--- config.mk ---
export PLATFORM = sky130hd
export DESIGN_NAME = trajectory_draw_reader
export DESIGN_NICKNAME = d
export VERILOG_FILES = /design/src/rtl/traj_pkg.sv /design/src/rtl/trajectory_draw_reader.sv
export SDC_FILE = /design/constraint.sdc
export NUM_CORES = 1
export LEC_CHECK = 0
export CORE_ASPECT_RATIO = 0.9
export CORE_MARGIN = 3
export CORE_UTILIZATION = 51
export CTS_CLUSTER_DIAMETER = 80
export DETAILED_ROUTE_END_ITERATION = 10
export PLACE_DENSITY = 0.84
export SYNTH_ARGS = -nofsm -noshare
export SYNTH_HDL_FRONTEND = slang
export SYNTH_SLANG_ARGS = --single-unit
--- constraint.sdc ---
create_clock -name i_clock -period 6 [get_ports i_clock]
set_input_delay 0.6 -clock i_clock [delete_from_list [all_inputs] [get_ports i_clock]]
set_output_delay 0.6 -clock i_clock [all_outputs]
set_load 0.05 [all_outputs]
--- src/rtl/traj_pkg.sv ---
// rtl/traj_pkg.sv - shared trajectory memory constants, colours and draw FSM states
package traj_pkg;

    localparam int TRAJ_DEPTH  = 301;
    localparam int TRAJ_ADDR_W = 9;
    localparam int TRAJ_DATA_W = 19;
    localparam int PIX_LIMIT   = 307200;

    localparam logic [7:0] COLOR_TRAJ  = 8'hE0;
    localparam logic [7:0] COLOR_BLACK = 8'h00;

    typedef enum logic [2:0] {
        ST_IDLE,
        ST_ISSUE,
        ST_WAIT1,
        ST_WAIT2,
        ST_EMIT,
        ST_FINISH
    } draw_state_t;

endpackage

--- src/rtl/trajectory_draw_reader.sv ---
// rtl/trajectory_draw_reader.sv - frame-start sweep of trajectory RAM into framebuffer pixel writes (option: TRAJ_BOUNDS_CHECK_EN)
module trajectory_draw_reader
    import traj_pkg::*;
#(
    parameter int         DEPTH  = TRAJ_DEPTH,
    parameter int         ADDR_W = TRAJ_ADDR_W,
    parameter int         DATA_W = TRAJ_DATA_W,
    parameter logic [7:0] COLOR  = COLOR_TRAJ
) (
    input  logic              i_clock,
    input  logic              i_reset,
    input  logic              i_start,
    input  logic [ADDR_W-1:0] i_num_entries,
    output logic [ADDR_W-1:0] o_rd_draw_add,
    input  logic [DATA_W-1:0] i_rd_draw_out,
    output logic [DATA_W-1:0] o_pix_addr,
    output logic [7:0]        o_pix_color,
    output logic              o_pix_valid,
    input  logic              i_pix_ready,
`ifdef TRAJ_BOUNDS_CHECK_EN
    output logic [ADDR_W-1:0] o_skip_count,
`endif
    output logic              o_busy,
    output logic              o_done
);

    draw_state_t       r_state;
    draw_state_t       w_next;
    logic [ADDR_W-1:0] r_idx;
    logic [ADDR_W-1:0] r_limit;
    logic [ADDR_W-1:0] w_start_limit;
    logic              w_last;
    logic              w_oob;

    // Slot count is clamped so the sweep can never read past the last RAM slot.
    assign w_start_limit = (i_num_entries > ADDR_W'(DEPTH)) ? ADDR_W'(DEPTH) : i_num_entries;
    // The current slot is the final one; idx stops here instead of running to limit.
    assign w_last        = ((r_idx + ADDR_W'(1)) == r_limit);

`ifdef TRAJ_BOUNDS_CHECK_EN
    assign w_oob = (i_rd_draw_out >= DATA_W'(PIX_LIMIT));
`else
    assign w_oob = 1'b0;
`endif

    // State register.
    always_ff @(posedge i_clock or posedge i_reset) begin
        if (i_reset) r_state <= ST_IDLE;
        else         r_state <= w_next;
    end

    // Next-state and handshake outputs; start is only honoured from IDLE.
    always_comb begin
        w_next      = r_state;
        o_pix_valid = 1'b0;
        o_pix_color = COLOR_BLACK;
        o_busy      = 1'b1;
        o_done      = 1'b0;
        case (r_state)
            ST_IDLE: begin
                o_busy = 1'b0;
                if (i_start) w_next = (w_start_limit == '0) ? ST_FINISH : ST_ISSUE;
            end
            ST_ISSUE: w_next = ST_WAIT1;
            ST_WAIT1: w_next = ST_WAIT2;
            ST_WAIT2: begin
                if (w_oob) w_next = w_last ? ST_FINISH : ST_ISSUE;
                else       w_next = ST_EMIT;
            end
            ST_EMIT: begin
                o_pix_valid = 1'b1;
                o_pix_color = COLOR;
                if (i_pix_ready) w_next = w_last ? ST_FINISH : ST_ISSUE;
            end
            ST_FINISH: begin
                o_done = 1'b1;
                w_next = ST_IDLE;
            end
            default: w_next = ST_IDLE;
        endcase
    end

    // Sweep datapath: latch limit at start, drive the read address, capture data, step idx.
    always_ff @(posedge i_clock or posedge i_reset) begin
        if (i_reset) begin
            r_idx         <= '0;
            r_limit       <= '0;
            o_rd_draw_add <= '0;
            o_pix_addr    <= '0;
        end else begin
            case (r_state)
                ST_IDLE: begin
                    if (i_start) begin
                        r_limit <= w_start_limit;
                        r_idx   <= '0;
                    end
                end
                ST_ISSUE: o_rd_draw_add <= r_idx;
                ST_WAIT2: begin
                    if (!w_oob)       o_pix_addr <= i_rd_draw_out;
                    else if (!w_last) r_idx      <= r_idx + ADDR_W'(1);
                end
                ST_EMIT: begin
                    if (i_pix_ready && !w_last) r_idx <= r_idx + ADDR_W'(1);
                end
                default: ;
            endcase
        end
    end

`ifdef TRAJ_BOUNDS_CHECK_EN
    // Count of out-of-range entries dropped during the most recent sweep.
    always_ff @(posedge i_clock or posedge i_reset) begin
        if (i_reset)                          o_skip_count <= '0;
        else if (r_state == ST_IDLE && i_start) o_skip_count <= '0;
        else if (r_state == ST_WAIT2 && w_oob)  o_skip_count <= o_skip_count + ADDR_W'(1);
    end
`endif

endmodule

==> results, run 1 <==
- The synthesized instance count is between 200 and 250.
- TritonCTS built the clock tree.
- Data on the critical path arrives at its endpoint at 2.16 ns.
- The number of post-CTS setup repair buffers is 0.
- The type of origin of the critical path is a register.
- The global-route congestion overflow total is 0.
- Counting distinct cell types in the post-synthesis netlist gives 52.
- The complex-gate fraction of the synthesized area is between 10% and 20%.
- The class of the most critical hold timing path is register to register.
- The dominant combinational cell family by area after synthesis is simple AND/OR/NAND/NOR gates.
- After the last flow step, the layout net total stands at 311.
- In the routed layout, each cell is associated on average with a via count of roughly 5.6.
- The total CTS buffers is 5.
- The worst-path cell with the longest stage delay is clkdlybuf4s50_1.
- Gates resized during post-CTS repair numbered 0.
- Between clock sinks in the finished design, the worst skew comes to about 0.0046 ns.
- The hold violation total from the final report is 0.
- The number of diodes is 0.
- The cell at the root of the clock tree is clkbuf_8.
- Setup slack on the critical path of the routed design comes to around 3.2 ns.
- The clock latency reported for the late side of the worst-skew pair is 0.29 ns.
- Summed over all instances, the cell type with the most area after synthesis is dfrtp_1.
- The setup check on the worst reg-to-reg path leaves a slack of approximately 3.3 ns.
- Global routing used a little under a fifth of the available tracks.
- The critical path contains buffers and inverters numbering 2 combined.
- The mean instance size in the synthesized netlist is around 11 sq um.
- From synthesis to final layout, the design area changed by 28.5%.
- The post-synthesis sequential element count is ~50.
- Counting flops with an async set or reset pin after synthesis yields a share of 100%.
- The effective utilization at floorplan is about 55%.
- The total number of vias is between 1500 and 2000.
- The congestion estimate from routability-driven global placement came to just under 0.9.
- The via count of the first global-routing pass is 1763.
- The path with the worst hold slack has its endpoint at o_rd_draw_add[7].
- The post-synth design cell area is about 2500 sq um.
- The half-perimeter wire length of the detailed placement result is slightly above 4000 um.
- The slew at the pin closest to its max-slew limit is between 0.9 and 1 ns.
- STA classifies the critical path endpoint as an output pin.
- The initial antenna violation count was 0.
- The part of the cycle the worst path needs is a little under half.
- The H-tree level count is 2.
- In this run, placement finished with an instance count of roughly 330.
- The worst register-to-register path begins at r_idx[0].
- The worst setup timing slack at the placement stage is about 3.3 ns.
- The share of layout cells above drive strength 1 is approximately 16%.
- During placement, the flow inserted port buffers numbering 65.
- The largest fanout on the critical path is 10.
- The total power density per cell area is 478 nW/um^2.
- The DRC violation count after routing is 0.
- Setup repair after global routing left no endpoint under its margin.
- After the first detailed-routing iteration, the DRC count stood at between 200 and 300.
- The summed negative setup slack over all endpoints is 0 ns.
- Counting instances, the worst hold path has a depth of 1.
- Based on the critical path, the design can be clocked at up to between 0.3 and 0.4 GHz.
- The count of synthesis-stage warnings from yosys is 0.
- The vertical die dimension is 72.6 um.
- The area enclosed by the die boundary is 5800 sq um.
- The number of enable-type register cells in the synthesized netlist is 0.
- The capturing point of the worst reg2reg path is r_idx[2].
- For this run, the number of standard cells in the final layout without fillers is 340.
- The final layout contains routed wiring with a total length of about 5400 um.
- The most frequently used cell type in the post-synthesis netlist is dfrtp_1.
- The synthesized design devotes to its leading area cell type 48.9% of total area.
- The number of buffers between clock root and the deepest sink is 2.
- The first-pass GRT wire length is between 8000 and 9000 um.
- Sorting the synthesized cells by how often they occur yields dfrtp_1 (49), mux2_2 (28), nand2_1 (15), o21ai_0 (9), o31ai_1 (9).
- The run finished with clean final reports.
- In this design, the largest share of critical-path delay is due to buffers and inverters.
- On the worst path, the slowest cell contributes a delay of 0.83 ns.
- The kind of critical path is register to output pin.
- The remaining max-slew budget at the tightest pin is 34.2%.
- The area share of xor/xnor cells in the synthesized design is 3.89%.
- Dividing the detail-routed wire length by the instance count gives 15.9 um.
- The cell count of the worst reg-to-reg path is 8.
- The detail route stage leaves a number of antenna-violating nets equal to 0.
- The core area is roughly 4600 sq um.
- The sequential element share of the synthesized area is a little under 50%.
- The number of top-level pins is between 70 and 80.
- The final critical-path required period is approximately 2.8 ns.
- The most used flip-flop cell after synthesis is dfrtp_1.
- The max-cap violation count is 0.
- The die is 79.9 um wide.
- Sorting the synthesized cells by area gives the leading types as dfrtp_1 (49%), mux2_2 (13%), o31ai_1 (2.7%), buf_4 (2.4%), nand2_1 (2.2%).
- The total of hold buffers inserted after clock tree synthesis is 0.
- The clock-pin slew of the registers on the worst-case setup and hold paths is ~0.080 ns.
- The simple-gate portion of the synthesized area is ~14%.
- The worst path required time is ~5.4 ns.
- Entering global routing, the biggest net connects 50 pins.
- The analysis attributes to cell leakage a power of about 0.0013 uW.
- The clock drives between 40 and 50 sinks.
- The peak supply drop is between 0.3 and 0.4 mV.
- Setup violations remaining at the end of the flow were counted as 0.
- After synthesis, the share of cell area in mux cells is 13.6%.
- In this run the most critical hold path is launched from o_rd_draw_add[7].
- The area share of fa/ha/maj cells after synthesis is less than 1%.
- The critical path goes through nor2_4, nand2_1, inv_1, clkdlybuf4s50_1.
- The first detailed-routing pass took 4 iterations.
- The number of slew-limit violations in the final report is 0.
- The count of standard-cell rows is 23.
## per-layer routing
metal / GRT usage [%] / share of wire, % / vias to the layer above
li1: - / - / 910
met1: 25.4 / 43 / 928
met2: 31.3 / 51 / 65
met3: 4.22 / 5.5 / 5
met4: 5.25 / 0.96 / 0
met5: 0 / 0 / -
## stage by stage
| stage | hold slack (ns) | total power [uW] | util, % | cell area (sq um) |
|---|---|---|---|---|
| final | 0.509 | 1540 | 70.0 | 3220 |
| after global routing | 0.518 | 1620 | 70.0 | 3220 |
| after CTS | 0.513 | 1550 | 70.0 | 3220 |
| after detailed placement | 0.494 | 1330 | 67.8 | 3120 |
| after global placement | 0.485 | 1310 | 67.8 | 3120 |
| after floorplan | 0.467 | 1090 | - | 2520 |
## cell type report
class,instances,area [sq um]
Fill cell,370,1380
Sequential cell,49,1230
Multi-Input combinational cell,154,1150
Timing Repair Buffer,66,658
Tap cell,62,77.6
Clock buffer,5,68.8
Clock inverter,2,35.0
Inverter,2,7.51
## state kept, by name, summed over array words and instances, names as in the netlist
name           flops
r_limit            9
r_state            3
o_pix_addr        19
r_idx              9
o_rd_draw_add      9
## where the power goes
part           internal (uW)  total [uW]  leakage [uW]  switching [uW]
sequential               436         525      0.000618            89.0
combinational            320         794      0.000678             474
clock                    121         223     0.0000540             102
## worst reg2reg max path: cells and delay by family, from the launching register on
family | cells | cell delay (ns)
AND/OR/NAND/NOR | 4 | 1.20
AO/OA/AOI/OAI | 3 | 0.58
flip-flops | 1 | 0.46
adder cells (fa/ha/maj) | 1 | 0.31
## cell families (layout without fill, tap and decap cells)
| group | count (synthesis) | count (layout) |
|---|---|---|
| AOI/OAI and AO/OA | 48 | 48 |
| buffers and inverters | 24 | 75 |
| other | 1 | 5 |
| and+or+nand+nor | 61 | 61 |
| DFF | 49 | 49 |
| adders and majority gates | 1 | 1 |
| muxes | 30 | 30 |
| xor gates and xnor gates | 9 | 9 |
## worst max-delay path by stage
| stage | slack, ns | startpoint | endpoint | cells after the start |
|---|---|---|---|---|
| 6_report | 3.24 | r_state[1] | o_pix_color[6] | 4 |
| 5_1_grt | 3.12 | r_state[1] | o_pix_color[7] | 4 |
| 4_1_cts | 3.25 | r_state[1] | o_pix_color[6] | 4 |
| 3_5_place_dp | 3.33 | r_idx[0] | r_idx[2] | 8 |
| 3_3_place_gp | 3.44 | r_idx[0] | r_idx[2] | 8 |
| 2_1_floorplan | 3.68 | r_idx[0] | r_idx[1] | 9 |
## cells in the final DEF (no fill, tap or decap), types with 2 or more instances in the layout
| master | netlist | final |
|---|---|---|
| conb_1 | 1 | 5 |
| o22ai_1 | 2 | 2 |
| a211o_1 | 2 | 2 |
| nor3_1 | 6 | 6 |
| o41ai_1 | 2 | 2 |
| nor4_1 | 3 | 3 |
| xor2_1 | 3 | 3 |
| a22o_1 | 2 | 2 |
| a31oi_1 | 3 | 3 |
| nand3_1 | 4 | 4 |
| xnor2_1 | 5 | 5 |
| mux2_2 | 28 | 28 |
| and4_1 | 2 | 2 |
| o31ai_1 | 9 | 9 |
| nor2_1 | 4 | 4 |
| nand3b_1 | 3 | 3 |
| nor2b_1 | 4 | 4 |
| dfrtp_1 | 49 | 49 |
| clkdlybuf4s50_1 | 0 | 65 |
| o22a_1 | 3 | 3 |
| and2_1 | 2 | 2 |
| o21ai_0 | 9 | 9 |
| clkbuf_8 | 0 | 5 |
| nand2_1 | 15 | 15 |
| a21oi_1 | 6 | 6 |
| and3_1 | 2 | 2 |
| a211oi_1 | 2 | 2 |
| nand2b_1 | 7 | 7 |
| o21a_1 | 3 | 3 |
(Power assumes the default switching activity.)
==> run 2: changes to the inputs <==
Settings changed: CORE_UTILIZATION 51 to 43, PLACE_DENSITY 0.84 to 0.75.
Clock period 6 ns to 2.2 ns, I/O delays scaled along.
==> run 2 against run 1 <==
Net effect: total power increased to 2.8 times the previous value; non-clock buffer count increased by 31; first-iteration DRC count decreased by 48%; the run now ends with negative setup slack left; largest cell class is now multi-input combinational cells.
==> results, run 2 (synthesis results as in run 1) <==
- The final antenna-violating net count is 0.
- The hold violation total from the final report is 0.
- In this run the vertical extent of the chip is 78.5 um.
- The worst setup path is launched from a register.
- The part of the cycle the worst path needs is 104%.
- Power spread over the standard cell area amounts to about 1200 nW/um^2.
- Setup repair after global routing could not meet its margin everywhere.
- The total overflow left after global routing is 0.
- The number of diodes is 0.
- The first-pass GRT wire length is about 10000 um.
- The post-detailed-routing wire length is 6310 um.
- The remaining max-slew budget at the tightest pin is between 60 and 70%.
- The peak supply drop is around 0.9 mV.
- The tool flagged a number of max-cap violations equal to 0.
- The worst path required time is 2.39 ns.
- The via count of the first global-routing pass is ~2100.
- Entering global routing, the biggest net connects 36 pins.
- The register containing the most flip-flops in the final layout is o_pix_addr.
- The total CTS buffers is 5.
- The number of top-level pins is 71.
- The initial antenna violation count is 0.
- Using the TritonRoute via totals, the vias-per-cell ratio works out to 5.42.
- Once the floorplan was initialized, standard cells occupied approximately 46% of the core.
- Compared with the post-synthesis result, the final layout area differs by 41.4%.
- The cell area after placement is around 3400 sq um.
- The H-tree generated during clock tree synthesis spans 2 levels.
- The total number of vias is 2043.
- The routed wirelength normalized by instance count is 16.7 um.
- For this run, the top clock speed supported by timing is roughly 0.44 GHz.
- The number of slew-limit violations in the final report was 0.
- Hold timing on the final database bottoms out at a slack of 0.200 ns.
- The number of flip-flops under the largest register name is 19.
- The CTS tree is yes.
- In this run, the number of DRC markers left after iteration 0 of detailed routing was between 100 and 150.
- The die covers approximately 6800 sq um.
- In this run the horizontal extent of the chip is between 80 and 90 um.
- Data on the critical path arrives at its endpoint at 2.47 ns.
- Registers take around 1200 sq um.
- Setup violations remaining at the end of the flow were counted as 9.
- At the end of routability-driven placement, the weighted congestion stood at slightly above 0.9.
- With fillers left out, the area of the finished cells amounts to about 3500 sq um.
- The post-route clock skew is around 0.0045 ns.
- The floorplan has 25 rows.
- The library cell used most frequently in the layout, excluding fill and tap cells, is clkdlybuf4s50_1.
- The cell at the root of the clock tree is clkbuf_8.
- The run finished, with violations left.
- The clock latency reported for the late side of the worst-skew pair is 0.30 ns.
- The share of power burned in combinational logic is between 50% and 60%.
- The clock share of power is around an eighth.
- At the end of the flow, the number of nets in the layout was 342.
- The endpoint kind of the worst setup timing path is a register.
- The half-perimeter wire length of the detailed placement result is between 4000 and 5000 um.
- The clock-pin slew of the registers on the worst-case setup and hold paths is 0.09 ns.
- Setup slack on the critical path of the routed design comes to -0.0794 ns.
- In this run the worst path has a maximum fanout of 5.
- The area taken by multi-input logic gates is 1240 sq um.
- For this run, design rule violations remaining after detail routing come to 0.
- The number of port buffers is 65.
- In this run, flip-flops and latches consume between 30% and 40% of the power.
- After layout, the minimum clock period comes to between 2 and 2.5 ns.
- The switching share of power is between 40 and 50%.
- The internal power is between 2000 and 2500 uW.
- The library cells used most frequently in the layout, excluding fill and tap cells, are clkdlybuf4s50_1 (60), dfrtp_1 (47), buf_4 (33), mux2_2 (28), nand2_1 (15).
- The share of layout cells above drive strength 1 is a little under a third.
- The register-to-register setup slack is -0.08 ns.
- The checks that failed: negative setup slack.
- The overall global routing resource usage is between 10% and 20%.
- The class of the most critical hold timing path is input pin to async pin.
- OpenSTA, run right after detailed placement, puts the worst setup slack at -0.0848 ns.
- The kind of critical path is register to register.
- The net switching component of the power is 1900 uW.
- In this run the static leakage power is ~0.0015 uW.
- The first-pass iteration count of the detailed router is 4.
- Once layout is complete, the utilization of the core stands at between 60 and 70%.
- The core region is ~5400 sq um.
- Fill cells in the final layout number 437.
- For the pin with the worst max-slew slack, the measured transition is ~0.53 ns.
- Counting every sink on the clock net gives between 40 and 50.
- The number of buffers between clock root and the deepest sink is 2.
[run 2: cell count changes in the layout (fill, tap and decap cells not counted), moves of 2 or more]
cell and delta:
o31ai_1 -4, clkdlybuf4s50_1 -5, clkinvlp_4 +2, buf_4 +32
dfrtp_1 -2, o41ai_1 -2, o41ai_2 +2, nand3_1 -2
o31ai_2 +3, buf_6 +2, dfrtp_2 +2
[run 2: metal layers]
| layer | GRT usage [%] | wire length (um) |
|---|---|---|
| met2 | 32.0 | 3100 |
| met5 | 0 | 0 |
| met3 | 3.04 | 334 |
| met4 | 5.76 | 124 |
| met1 | 25.3 | 2750 |
[run 2: final cells by class]
class,count,area share [%]
multi-input cells,154,34.9
clock inverters,2,0.423
well taps,67,2.36
clock buffers,6,2.04
inverters,2,0.211
flip-flops and latches,49,34.6
repair buffers,97,25.4
[run 2: power groups by stage]
| stage | Clock, uW | Sequential, uW | Combinational, uW |
|---|---|---|---|
| after floorplan | 0 | 2030 | 961 |
| after global placement | 0 | 1380 | 2300 |
| after detailed placement | 0 | 1410 | 2340 |
| after CTS | 541 | 1390 | 2350 |
| after global routing | 573 | 1430 | 2490 |
| final | 530 | 1390 | 2350 |
[run 2: metrics by stage]
| stage | TNS [ns] | power (uW) | cells |
|---|---|---|---|
| after CTS | -0.260 | 4270 | 377 |
| after global routing | -1.12 | 4500 | 377 |
| final | -0.492 | 4260 | 377 |
| after floorplan | -0.0159 | 2990 | 227 |
| after global placement | -0.0421 | 3680 | 368 |
| after detailed placement | -0.377 | 3740 | 368 |
[run 2: path summary, 6_finish.rpt]
| kind | end | startpoint | cells after the start |
|---|---|---|---|
| setup / recovery | r_idx[1] | r_idx[0] | 9 |
| setup reg to reg | r_idx[1] | r_idx[0] | 9 |
| hold reg to reg | o_pix_addr[10] | o_pix_addr[10] | 1 |
| min in group i_clock | o_pix_addr[10] | o_pix_addr[10] | 1 |
| hold / removal | o_rd_draw_add[0] | i_reset | 2 |
| max in group asynchronous | r_idx[4] | i_reset | 3 |
[run 2: timing repair]
item / 4_1_cts / 5_1_grt
endpoints found under the setup margin: 8 / 11
resized for setup: 7 / 11
pin swaps: 1 / 1
setup buffers: 1 / 0
hold buffers: 0 / 0
endpoints found under the hold margin: 0 / 0
[run 2: critical path, cell delays in order, from the launching register on]
cell,delay [ns]
dfrtp_2,0.44
ha_4,0.19
nand2b_1,0.10
a31oi_1,0.08
or4_1,0.54
nor3_2,0.16
o221a_2,0.21
buf_4,0.11
nor2_2,0.04
mux2_4,0.29
